$ cat src/rtl/ram_arb_pkg.sv
// ram_arb_pkg: shared types, defaults and the cyclic-priority search used by the RAM arbiter.
package ram_arb_pkg;

    localparam int DEF_NREQ  = 2;
    localparam int DEF_BURST = 4;
    localparam int MAX_REQ   = 32;

    typedef logic [$clog2(DEF_NREQ)-1:0] req_idx_t;

    // First set bit of req[n-1:0] searching upward from ptr with wraparound; 0 when none set.
    function automatic int rr_first(input logic [MAX_REQ-1:0] req, input int n, input int ptr);
        logic [MAX_REQ-1:0] r;
        int m;
        rr_first = 0;
        for (int k = MAX_REQ - 1; k >= 0; k--) begin
            m = (ptr + k) % n;
            r = req >> m;
            if (k < n && r[0]) rr_first = m;
        end
    endfunction

endpackage

$ cat src/rtl/ram_arbiter_rr_pick.sv
// rr_pick: combinational cyclic priority picker starting at ptr.
module rr_pick
    import ram_arb_pkg::*;
#(
    parameter int NREQ = DEF_NREQ,
    localparam int IW  = $clog2(NREQ)
) (
    input  logic [NREQ-1:0] req,
    input  logic [IW-1:0]   ptr,
    output logic [IW-1:0]   idx,
    output logic            any
);

    always_comb begin
        idx = IW'(rr_first(MAX_REQ'(req), NREQ, int'(ptr)));
        any = |req;
    end

endmodule

$ cat src/rtl/ram_arbiter.sv
// ram_arbiter: round-robin sharing of a synchronous-read RAM between NREQ requesters,
// with bounded bursts and a one-cycle grant-to-rvalid latency.
module ram_arbiter
    import ram_arb_pkg::*;
#(
    parameter int NREQ      = DEF_NREQ,
    parameter int ADDR_W    = 16,
    parameter int DATA_W    = 16,
    parameter int MAX_BURST = DEF_BURST
) (
    input  logic                   clock,
    input  logic                   reset_n,
    input  logic                   enable,
    input  logic [NREQ-1:0]        req,
    input  logic [NREQ*ADDR_W-1:0] addr,
    output logic [NREQ-1:0]        grant,
    output logic [ADDR_W-1:0]      ram_addr,
    input  logic [DATA_W-1:0]      ram_read,
    output logic [DATA_W-1:0]      rdata,
    output logic [NREQ-1:0]        rvalid
);

    localparam int IW = $clog2(NREQ);
    localparam int CW = MAX_BURST > 1 ? $clog2(MAX_BURST) : 1;
    localparam logic [CW-1:0] CMAX = CW'(MAX_BURST - 1);

    logic [IW-1:0] ptr, owner, cand, gidx;
    logic [CW-1:0] count;
    logic          owner_valid, cand_any, others, keep, gany;

    rr_pick #(.NREQ(NREQ)) u_pick (
        .req (req),
        .ptr (ptr),
        .idx (cand),
        .any (cand_any)
    );

    // Owner holds the bus until its burst saturates while someone else is waiting.
    always_comb begin
        others   = |(req & ~(NREQ'(1) << owner));
        keep     = owner_valid & req[owner] & ((count < CMAX) | !others);
        gidx     = keep ? owner : cand;
        gany     = reset_n & enable & (keep | cand_any);
        grant    = gany ? NREQ'(1) << gidx : '0;
        ram_addr = gany ? addr[gidx*ADDR_W +: ADDR_W] : '0;
    end

    always_ff @(posedge clock or negedge reset_n) begin
        if (!reset_n) begin
            ptr         <= '0;
            owner       <= '0;
            owner_valid <= 1'b0;
            count       <= '0;
            rvalid      <= '0;
        end else begin
            rvalid <= grant;
            if (gany) begin
                count       <= (owner_valid && gidx == owner) ? ((count == CMAX) ? count : count + 1'b1) : '0;
                owner       <= gidx;
                owner_valid <= 1'b1;
                ptr         <= (gidx == IW'(NREQ - 1)) ? '0 : gidx + 1'b1;
            end else begin
                owner_valid <= 1'b0;
                count       <= '0;
            end
        end
    end

    assign rdata = ram_read;

endmodule

$ cat config.mk
export PLATFORM = sky130hd
export DESIGN_NAME = ram_arbiter
export DESIGN_NICKNAME = d
export VERILOG_FILES = /design/src/rtl/ram_arb_pkg.sv /design/src/rtl/ram_arbiter_rr_pick.sv /design/src/rtl/ram_arbiter.sv
export SDC_FILE = /design/constraint.sdc
export NUM_CORES = 1
export LEC_CHECK = 0
export BUFFER_PORTS_ARGS = -buffer_cell sky130_fd_sc_hd__buf_2
export CORE_MARGIN = 4
export CORE_UTILIZATION = 31
export CTS_BUF_LIST = sky130_fd_sc_hd__clkbuf_2
export CTS_CLUSTER_SIZE = 8
export DETAILED_ROUTE_END_ITERATION = 10
export PLACE_DENSITY_LB_ADDON = 0.1
export SYNTH_ARGS = -nofsm -noshare
export SYNTH_HDL_FRONTEND = slang
export SYNTH_SLANG_ARGS = --single-unit
$ cat constraint.sdc
create_clock -name clock -period 1.55 [get_ports clock]
set_input_delay 0.31 -clock clock [delete_from_list [all_inputs] [get_ports clock]]
set_output_delay 0.31 -clock clock [all_outputs]
set_load 0.005 [all_outputs]
Yosys cells after proc, flatten, opt, wreduce, memory -nomap -nowiden
Index checks and enable logic that the tools add are counted.
- add/sub/neg operators: 3
- $lt $le $gt $ge: 2
- equality and inequality tests: 3
- shift-type cells: 5
- multiplexer cells: 12
- bitwise gates (word level): 9
- reductions and logical operators: 4
- operators with widths (kind ; count):
    $shiftx A32 B6 Y16 ; 1
    $shr A2 B32 Y1 ; 1
    $mux W16 ; 1
    $mux W2 ; 4
    $mux W1 ; 7
    $and A1 B1 Y1 ; 4
    $reduce_or A2 Y1 ; 2
    $shl A1 B1 Y2 const A ; 2
    $ne A3 B3 Y1 const B ; 1
    $add A1 B1 Y1 const B ; 2
    $add A2 B1 Y2 const B ; 1
    $and A2 B2 Y2 ; 1
    $eq A2 B2 Y1 const B ; 1
    $lt A1 B2 Y1 const B ; 1
    $lt A2 B2 Y1 const B ; 1
    $not A2 Y2 ; 1
    $or A1 B1 Y1 ; 2
    $shr A2 B1 Y1 ; 1
    $and A1 B1 Y1 const A ; 1
    $eq A1 B1 Y1 ; 1
    $logic_and A1 B1 Y1 ; 1
    $logic_not A1 Y1 ; 1
- bits in registers: 7
- input bits: 53

Depth between registers and ports, before layout
- depth after elaboration: 12
- gate-level depth with buffers: 5
- depth with buffers taken out: 4

By module
From an unflattened synthesis, not the netlist that was laid out.
- cell total of the unflattened synthesis: 114
- area, all modules: 868.3 µm²
- by module, submodules not included (module ; instances ; cells an instance ; area an instance (µm²) ; seq. area each (µm²)):
    ram_arbiter ; 1 ; 111 ; 850.8 ; 175.2
    rr_pick ; 1 ; 3 ; 17.5 ; 0.0

Worst setup path before layout
OpenSTA, ideal clock, no wires.
- kind: register -> output
- from: register count[0]
- to: output ram_addr[0]
- arrival time: 1.356 ns
- data required time: 1.240 ns
- slack: -0.116 ns
- stages on the path, launching flop included: 6
- buffers on the path: 1
- cells stage by stage: dfrtp_1 ha_1 nor2b_1 o211a_1 buf_4 mux2i_1
- cells in the longest elaborated chain, start to end: 6
- elaborated cells between the ends (all ways): 8
- those cells by class: 1 x order compare; 1 x shift; 2 x mux; 4 x bitwise
- RTL lines (what ; line ; RTL):
    from (decl) ; ram_arbiter.sv:28 ; logic [CW-1:0] count;
    from (signal assigned) ; ram_arbiter.sv:58 ; count <= (owner_valid && gidx == owner) ? ((count == CMAX) ? count : count + 1'b1) : '0;
    $lt A2 B2 Y1 (*) ; ram_arbiter.sv:41 ; keep = owner_valid & req[owner] & ((count < CMAX) | !others);
    $or A1 B1 Y1 (*) ; ram_arbiter.sv:41 ;
    $and A1 B1 Y1 (*) ; ram_arbiter.sv:41 ;
    $mux W1 or $or A1 B1 Y1 (tied branches) ; ram_arbiter.sv:42, ram_arbiter.sv:43 ;
    $shiftx A32 B6 Y16 or $and A1 B1 Y1 (tied branches) ; ram_arbiter.sv:45, ram_arbiter.sv:43 ;
    $mux W16 (*) ; ram_arbiter.sv:45 ; ram_addr = gany ? addr[gidx*ADDR_W +: ADDR_W] : '0;
    to (decl) ; ram_arbiter.sv:17 ; output logic [ADDR_W-1:0] ram_addr,
Mark *: on every way between the ends. The rest lies on a longest branch, timed or not.

Worst setup path after layout
- from: register count[1]
- to: output ram_addr[4]
Same word-level chain as after synthesis.

==> metrics <==
initial antenna violation count=0; combinational share of power=43.4%; NetSw=0.185 mW; Fillers=242; vias per inst=4.54; fin nets=201; CP Class=flip-flop to output port; Compound-Gate Fraction of Synth Area=6.92%; P&R area growth vs syn=43.6%; post-synth top area cell=dfrtp_1; sequential element share of the synthesized area=22.5%; DR pass1 iterations=4; Yosys top cell area share=22.5%; simple-gate share of the synthesized area=23.0%; switching part of the total=30.7%; Sequential Power Share=34.0%; Slew Limit Headroom=77.1%; syn nets=151; I/O Pins=89; first-pass GRT wire length=3.12 mm; detailed-placement wirelength estimate=1.53 mm; die outline width=58.1 um; worst path cell trace=ha_4, nand4bb_1, o211a_4, clkbuf_16, mux2i_1, buf_2; crit end category=output port; Clock Path Buffers=2; Routed WL=2.10 mm; GR Util All Layers=11.7%; Hold Path Class=input port to flip-flop; Hold Vio Cnt, Final=0; multi-input logic area=472 sq um; Worst Path Max Fanout=10; Setup Skew=0.00740 ns; vias in the first global route=757; slew at the pin closest to its max-slew limit=0.338 ns; RSZ-0062 raised after global routing=yes; I/O Buffers=56; synthesized area=777 sq um; Leakage=0.603 nW; gp weighted congestion=0.765; Core ar.=0.00230 sq mm; Die Y=58.1 um; via count=790; Yosys cell types=21; CTS tree=yes; Setup crit start kind=flip-flop; final setup fails=19; PwrDens=540 mW/mm^2; CTS clk-pin slew, worst paths=0.08 ns; FF+latch area=175 sq um; H-Tree Depth=1; Synth Area in XOR/XNOR=1.13%; Critical Path RT=1.24 ns; root buf cell=clkbuf_2; total power=0.602 mW; antenna fix cells=0; Die ar.=0.00337 sq mm; initial core utilization=33.8%; setup ws final=-0.454 ns; Wirelength per Cell=12.0 um; crit path max-delay cell type=dfrtp_1; Final period util=129%; syn_area_per_cell=8.01 sq um; DRT iter0 DRCs=5; Cells after Synth=97; WP data arrival=1.69 ns; clock power share=22.6%; VDD IR max=0.000223 V; synth top area cells=dfrtp_1 (23%), mux2i_1 (22%), buf_4 (18%); minimum clock period=2.00 ns; Peak Freq=499 MHz; Syn. warnings=0; synthesis-stage register bit count=7; hold path cells=3; Final ANT Viol Nets=0; status=complete, but fails checks; max-cap viol count=0; GRT overflow=0; largest family of logic cells by synthesized area=multiplexers; Clk Latency, worst-skew pair=0.23 ns; Max stage delay on crit path=0.42 ns; Int Power=0.418 mW; Worst R2R Path Depth=5; row cnt=17; Post-Synth Adder-Cell Area=1.61%; Post-Place Worst Slack=-0.172 ns; DRC errors left=0; clock sinks=7; largest net degree at the start of global routing=40; Slew Limit Fails=0; fraction of layout cells with a size suffix above 1=52.7%; TritonCTS Buffers=3; failing checks=negative setup slack; mux cell area share after synthesis=23.8%
[sequential cells by signal (all words and copies together), names as in the netlist]
| register | count |
|---|---|
| count | 2 |
| rvalid | 2 |
| owner | 1 |
| owner_valid | 1 |
| ptr | 1 |
[worst max-delay path, delay by kind of cell (launching register included)]
family / cells / cell delay, ns
simple gates: 1 / 0.22
mux: 1 / 0.14
buf+inv: 2 / 0.30
fa+ha+maj: 1 / 0.18
flops: 1 / 0.42
compound gates: 1 / 0.20
[through the flow]
step           hold slack, ns  instances  area, sq um  setup TNS (ns)  util, %
5_1_grt                 0.450        174         1120           -9.30     48.6
2_1_floorplan          0.0144         97          793          -0.111        -
3_3_place_gp            0.231        167         1030           -2.40     44.7
6_report                0.440        174         1120           -7.80     48.6
3_5_place_dp            0.234        167         1030           -2.87     44.7
4_1_cts                 0.424        173         1080           -7.40     46.9
[timing repair]
item | CTS | global route
setup buffers | 1 | 0
pin swaps | 0 | 2
hold buffers | 1 | 0
gates resized for setup | 4 | 2
hold endpoints to repair | 7 | 0
cloned | 0 | 1
endpoints found under the setup margin | 18 | 19
[cell usage after synthesis]
| master | n |
|---|---|
| buf_4 | 19 |
| ha_1 | 1 |
| buf_2 | 1 |
| o311ai_1 | 1 |
| xor2_1 | 1 |
| nand2b_1 | 2 |
| clkbuf_1 | 1 |
| and2_1 | 1 |
| nor2_1 | 1 |
| buf_6 | 1 |
| o21ai_0 | 1 |
| a211oi_1 | 2 |
| o211a_2 | 1 |
| o211a_1 | 1 |
| mux2_4 | 1 |
| a21oi_1 | 1 |
| nand2_1 | 32 |
| nand4bb_1 | 1 |
| nor2b_1 | 4 |
| dfrtp_1 | 7 |
| mux2i_1 | 17 |
[cell families after synthesis]
kind of cell	count (synthesis)
mux	18
flops	7
xor+xnor	1
simple gates	41
compound gates	7
buf+inv	22
fa+ha+maj	1
[power by group through the flow]
stage / Sequential, mW / Combinational [mW] / Clock, mW
after floorplan: 0.210 / 0.155 / 0
after global placement: 0.208 / 0.233 / 0
after detailed placement: 0.208 / 0.235 / 0
after CTS: 0.204 / 0.242 / 0.141
after global routing: 0.206 / 0.288 / 0.153
final: 0.205 / 0.262 / 0.136
[cell usage in the layout, fill, tap and decap left out, types with 2 or more instances in the layout]
cell type and instances:
buf_2 55, nand2_1 32, mux2i_1 17, dfrtp_1 7, buf_4 7, clkbuf_2 4
nand2b_1 2, nor2b_1 2, a211oi_1 2, buf_12 2
[routing by layer]
metal	vias to the layer above	wire length (um)	global-route usage (%)
met1	348	837	12.6
met5	-	0	0
met3	10	154	3.34
li1	402	-	-
met2	30	1070	20.5
met4	0	37	6.62
[path summary, 6_finish.rpt]
path	to	startpoint	slack, ns
min	count[0]	req[1]	0.44
min reg2reg	count[0]	owner	0.59
max in group asynchronous	ptr	reset_n	0.89
max reg2reg	owner	count[1]	-0.02
min in group asynchronous	count[0]	reset_n	0.53
max	ram_addr[4]	count[1]	-0.45
[final cells by class]
type,count,share of cell area (%)
timing repair buffer,67,37.1
sequential,7,15.7
tap,28,3.14
multi-input combinational,68,42.3
clock buffer,4,1.79
Note: power is estimated with default switching activity, not from simulation.
